### config.mk
export PLATFORM = sky130hd
export DESIGN_NAME = vga_pixel_fetch
export DESIGN_NICKNAME = d
export VERILOG_FILES = /design/src/rtl/vga_pixel_fetch.sv
export SDC_FILE = /design/constraint.sdc
export NUM_CORES = 1
export LEC_CHECK = 0
export ABC_AREA = 1
export BUFFER_PORTS_ARGS = -buffer_cell sky130_fd_sc_hd__buf_2
export CELL_PAD_IN_SITES_DETAIL_PLACEMENT = 1
export CELL_PAD_IN_SITES_GLOBAL_PLACEMENT = 2
export CORE_MARGIN = 2
export CORE_UTILIZATION = 27
export DETAILED_ROUTE_END_ITERATION = 10
export PLACE_DENSITY = 0.83
export SYNTH_ARGS = -nofsm -noshare
export SYNTH_HDL_FRONTEND = slang
export SYNTH_SLANG_ARGS = --single-unit
### constraint.sdc
create_clock -name clk -period 1.5 [get_ports clk]
set_input_delay 0.3 -clock clk [delete_from_list [all_inputs] [get_ports clk]]
set_output_delay 0.3 -clock clk [all_outputs]
set_load 0.01 [all_outputs]
### src/rtl/vga_pixel_fetch.sv
// Two-tick pixel fetch stage behind the VGA timing generator: frame-memory address, point op, aligned syncs.
// Optional 1-pixel white frame around the image window: define VGA_PIXEL_FETCH_BORDER_EN.
module vga_pixel_fetch #(
    parameter int          IMG_W      = 256,
    parameter int          IMG_H      = 256,
    parameter int          X0         = 192,
    parameter int          Y0         = 112,
    parameter int          ADDR_W     = 16,
    parameter int          RD_LATENCY = 1,
    parameter logic [11:0] BG_COLOR   = 12'h000
) (
    input  logic              clk,
    input  logic              btnC,
    input  logic              pix_tick,
    input  logic [9:0]        h_in,
    input  logic [9:0]        v_in,
    input  logic              display_in,
    input  logic              hsync_in,
    input  logic              vsync_in,
    input  logic [1:0]        mode,
    input  logic [3:0]        thresh,
    output logic [ADDR_W-1:0] mem_addr,
    input  logic [11:0]       mem_data,
    output logic [11:0]       rgb,
    output logic              hsync,
    output logic              vsync
);

    localparam logic [ADDR_W-1:0] LAST = ADDR_W'(IMG_W * IMG_H - 1);

    logic [9:0]        dx, dy;
    logic              in_win;
    logic              frame_start;
    logic [ADDR_W-1:0] cnt, base, nxt;
    logic              synced;
    logic [1:0]        mode_q;
    logic [3:0]        thresh_q;
    logic              s1_win, s1_disp, s1_hs, s1_vs;
    logic [5:0]        sum;
    logic [3:0]        gray;
    logic [11:0]       proc_px, color;

    assign dx          = h_in - 10'(X0);
    assign dy          = v_in - 10'(Y0);
    assign in_win      = display_in && (int'(dx) < IMG_W) && (int'(dy) < IMG_H);
    assign frame_start = (h_in == 10'd0) && (v_in == 10'd0);
    assign base        = frame_start ? '0 : cnt;
    assign nxt         = (base == LAST) ? '0 : base + 1'b1;

`ifdef VGA_PIXEL_FETCH_BORDER_EN
    logic [9:0] bx, by;
    logic       border, s1_bord;

    // The box one pixel larger on every side, minus the window, is the border ring.
    assign bx     = h_in - 10'(X0 - 1);
    assign by     = v_in - 10'(Y0 - 1);
    assign border = display_in && !in_win
                    && (int'(bx) < IMG_W + 2) && (int'(by) < IMG_H + 2);

    always_ff @(posedge clk or negedge btnC) begin
        if (!btnC) begin
            s1_bord <= 1'b0;
        end else if (pix_tick) begin
            s1_bord <= border;
        end
    end
`endif

    // Counter only runs once a frame start has been seen since reset.
    always_ff @(posedge clk or negedge btnC) begin
        if (!btnC) begin
            cnt      <= '0;
            mem_addr <= '0;
            synced   <= 1'b0;
            mode_q   <= 2'b00;
            thresh_q <= 4'd0;
        end else if (pix_tick) begin
            if (frame_start) begin
                cnt      <= '0;
                synced   <= 1'b1;
                mode_q   <= mode;
                thresh_q <= thresh;
            end
            if (in_win && (synced || frame_start)) begin
                mem_addr <= base;
                cnt      <= nxt;
            end
        end
    end

    always_ff @(posedge clk or negedge btnC) begin
        if (!btnC) begin
            s1_win  <= 1'b0;
            s1_disp <= 1'b0;
            s1_hs   <= 1'b0;
            s1_vs   <= 1'b0;
        end else if (pix_tick) begin
            s1_win  <= in_win;
            s1_disp <= display_in;
            s1_hs   <= hsync_in;
            s1_vs   <= vsync_in;
        end
    end

    assign sum  = {2'b00, mem_data[11:8]} + {1'b0, mem_data[7:4], 1'b0}
                + {2'b00, mem_data[3:0]};
    assign gray = sum[5:2];

    always_comb begin
        proc_px = mem_data;
        case (mode_q)
            2'b00: proc_px = mem_data;
            2'b01: proc_px = {gray, gray, gray};
            2'b10: proc_px = ~mem_data;
            2'b11: proc_px = (gray >= thresh_q) ? 12'hFFF : 12'h000;
            default: proc_px = mem_data;
        endcase
    end

    always_comb begin
        color = BG_COLOR;
        if (!s1_disp) begin
            color = 12'h000;
        end else if (s1_win) begin
            color = proc_px;
`ifdef VGA_PIXEL_FETCH_BORDER_EN
        end else if (s1_bord) begin
            color = 12'hFFF;
`endif
        end
    end

    // mem_data settles within RD_LATENCY (<=3) clks, well inside one tick period.
    always_ff @(posedge clk or negedge btnC) begin
        if (!btnC) begin
            rgb   <= 12'h000;
            hsync <= 1'b0;
            vsync <= 1'b0;
        end else if (pix_tick) begin
            rgb   <= color;
            hsync <= s1_hs;
            vsync <= s1_vs;
        end
    end

endmodule

==> flow_summary.json <==
{
  "status": "finished, violations left",
  "violations": "negative setup slack",
  "grt_max_degree": 58,
  "yosysSeqAreaShare": 0.435,
  "irDropWorstVdd_mv": 0.393,
  "drt_wl_total_mm": 11.8,
  "synthArstFlopShare": 1.00,
  "synth_top_family_by_area": "simple AND/OR/NAND/NOR gates",
  "synthesis.nets": 494,
  "setup_viol": 28,
  "viasPerCell": 4.79,
  "nNetsFinal": 643,
  "critPathMaxFanout": 3,
  "final_hold_viol_count": 0,
  "port_buffers": 73,
  "die_h_um": 114,
  "fp.coreArea_um2": 11900,
  "overflow": 0,
  "drc_errors": 0,
  "crit_type": "input pin to register",
  "numCtsBuffers": 9,
  "end_kind": "register",
  "ios": 74,
  "fmax_mhz": 401,
  "fp-row-count": 40,
  "synth_compound_area_frac": 0.132,
  "synth_seq_cells": 57,
  "cp.required_ns": 1.71,
  "track_usage": 0.184,
  "hp-class": "input pin to register",
  "p_total_uw": 4730,
  "syn2layout_area_growth_pct": 60.0,
  "rsz0062_at_grt": "true",
  "yosys.area_share.simple": 0.294,
  "gp_congestion": 0.862,
  "powerDensity_nw_per_um2": 903,
  "post-route-period-util": 1.66,
  "cts_root_buf": "clkbuf_16",
  "cts_sinks": 57,
  "grt_pass1_vias": 3872,
  "fp.dieW_um": 114,
  "synth.area.mux_share": 0,
  "setup_tns_ns": -13.64,
  "setup_slack_ns": -0.992,
  "n_antenna_cell": 0,
  "synth_area_um2": 3280,
  "initial_utilization": 0.275,
  "drt-wirelength-per-cell_um": 16.0,
  "cts_tree": "done",
  "drive_above_1_share": 0.427,
  "synth-edff-count": 0,
  "htree_levels": 3,
  "final_antenna_net_count": 0,
  "synth_fa_ha_area_frac": 0.0550,
  "dp_slack_ns": -1.47,
  "synthXorXnorAreaFrac": 0.0160,
  "yosys_warnings": 0,
  "yosys.cell_types.count": 31,
  "cap_violations": 0,
  "vias": 3541,
  "finalMaxSlewViolations": 0,
  "dp_hpwl_mm": 8.04,
  "syn_area_per_cell_um2": 7.48,
  "critPathArrivalTime_ns": 2.70,
  "grt_first_pass_wirelength_mm": 19.0,
  "dr.pass1.iters": 4,
  "clkLatencyLatePin_ns": 0.33,
  "finalInstanceArea_um2": 5240,
  "die-area_um2": 13000,
  "cts_buffer_depth": 2,
  "tightest_slew_ns": 0.329,
  "place_area_um2": 4420,
  "max-slew-margin-rel": 0.780,
  "skew_ns": 0.00805,
  "path_clk_slew_ns": 0.05,
  "antenna_found_initial": 0,
  "synth_cells": 438,
  "start_kind": "input pin",
  "synth_ff_type": "dfrtp_1",
  "period_minus_slack_ns": 2.49,
  "power_leakage_uw": 0.00260,
  "first_iter_violations": 91
}
-- registers in the layout (all words and copies together), names as in the netlist --
name      count
hsync         1
mem_addr     16
synced        1
s1_vs         1
rgb          12
mode_q        2
s1_disp       1
thresh_q      4
s1_win        1
cnt          16
vsync         1
s1_hs         1
-- final timing paths --
check / start / cells past startpoint / slack, ns / to
max in group asynchronous: btnC / 3 / 0.72 / hsync
setup / recovery: mem_data[1] / 16 / -0.99 / rgb[4]
min in group asynchronous: btnC / 3 / 0.51 / mem_addr[0]
setup reg to reg: thresh_q[1] / 10 / -0.15 / rgb[4]
hold / removal: hsync_in / 3 / 0.18 / s1_hs
hold reg to reg: s1_hs / 2 / 0.47 / s1_hs
-- critical path, stage by stage --
cell and delay (ns):
buf_8 0.09, inv_8 0.03, fa_1 0.54, nor3_2 0.05
fa_2 0.35, nand2_2 0.07, inv_2 0.04, o21ai_2 0.13
nand2_1 0.10, ha_4 0.25, a21oi_4 0.14, nand3_2 0.11
nand3_4 0.10, o211ai_1 0.16, a21oi_1 0.17, o21ai_1 0.07
-- timing repair --
action,4_1_cts,5_1_grt
gates cloned,2,1
endpoints found under the setup margin,44,44
buffers inserted,8,5
pin swaps,32,33
hold endpoints to repair,55,0
resized for setup,56,49
hold buffers,1,0
-- cells in the mapped netlist (2+ instances only) --
cell | number | area share
or2_1 | 2 | 0.0038
xnor2_1 | 2 | 0.0053
o221ai_1 | 3 | 0.0080
nand3b_1 | 5 | 0.011
nor3_1 | 5 | 0.0076
dfrtp_1 | 57 | 0.44
nand3_1 | 25 | 0.038
nor2_1 | 39 | 0.045
nand2_2 | 3 | 0.0057
nand2_1 | 140 | 0.16
o21ai_1 | 8 | 0.012
ha_1 | 8 | 0.031
nand4_1 | 7 | 0.013
a21oi_1 | 7 | 0.011
buf_2 | 2 | 0.0031
xor2_1 | 4 | 0.011
clkbuf_1 | 10 | 0.011
fa_1 | 4 | 0.024
nor2_2 | 2 | 0.0038
o21bai_1 | 5 | 0.011
o21ai_0 | 51 | 0.078
inv_1 | 40 | 0.046
-- logic make-up after synthesis --
kind of cell | count (synthesis)
adders and majority gates | 12
xor gates and xnor gates | 6
buffers and inverters | 55
DFF | 57
AOI/OAI and AO/OA | 78
and+or+nand+nor | 230
-- placed cells by master (no fill, tap or decap), types with 12 or more instances in the layout --
master | netlist | layout
o21ai_0 | 51 | 21
buf_4 | 1 | 65
nand2_2 | 3 | 18
nor2_1 | 39 | 25
nand3_1 | 25 | 16
buf_2 | 2 | 67
inv_1 | 40 | 32
dfrtp_1 | 57 | 57
buf_6 | 1 | 12
nand2_1 | 140 | 118
o21ai_1 | 8 | 29
-- through the flow --
step / util / hold slack [ns] / std cells
floorplan: - / 0.00441 / 438
global placement: 0.371 / 0.330 / 709
detailed placement: 0.371 / 0.333 / 709
CTS: 0.424 / 0.172 / 734
global route: 0.440 / 0.192 / 739
finish: 0.440 / 0.176 / 739
-- per-layer routing --
layer  track usage  vias up  wire, µm
li1              -     1715         -
met1         0.211     1741      4830
met2         0.343       72      6390
met3        0.0471       13       470
met4        0.0398        0       117
met5             0        -         0
-- where the power goes --
group          internal, µW  total, µW  leakage, µW  switching (µW)
combinational           470        967      0.00169             497
sequential             1600       1650     0.000755            47.6
clock                  1420       2120     0.000153             702
-- cell type report --
| cell class | count | area [µm²] |
|---|---|---|
| Clock buffer | 14 | 274 |
| Inverter | 40 | 158 |
| Multi-Input combinational cell | 326 | 2030 |
| Clock inverter | 2 | 35.0 |
| Fill cell | 1424 | 6670 |
| Sequential cell | 57 | 1430 |
| Tap cell | 147 | 184 |
| Timing Repair Buffer | 153 | 1140 |
Power figures use the tool's default switching activity.
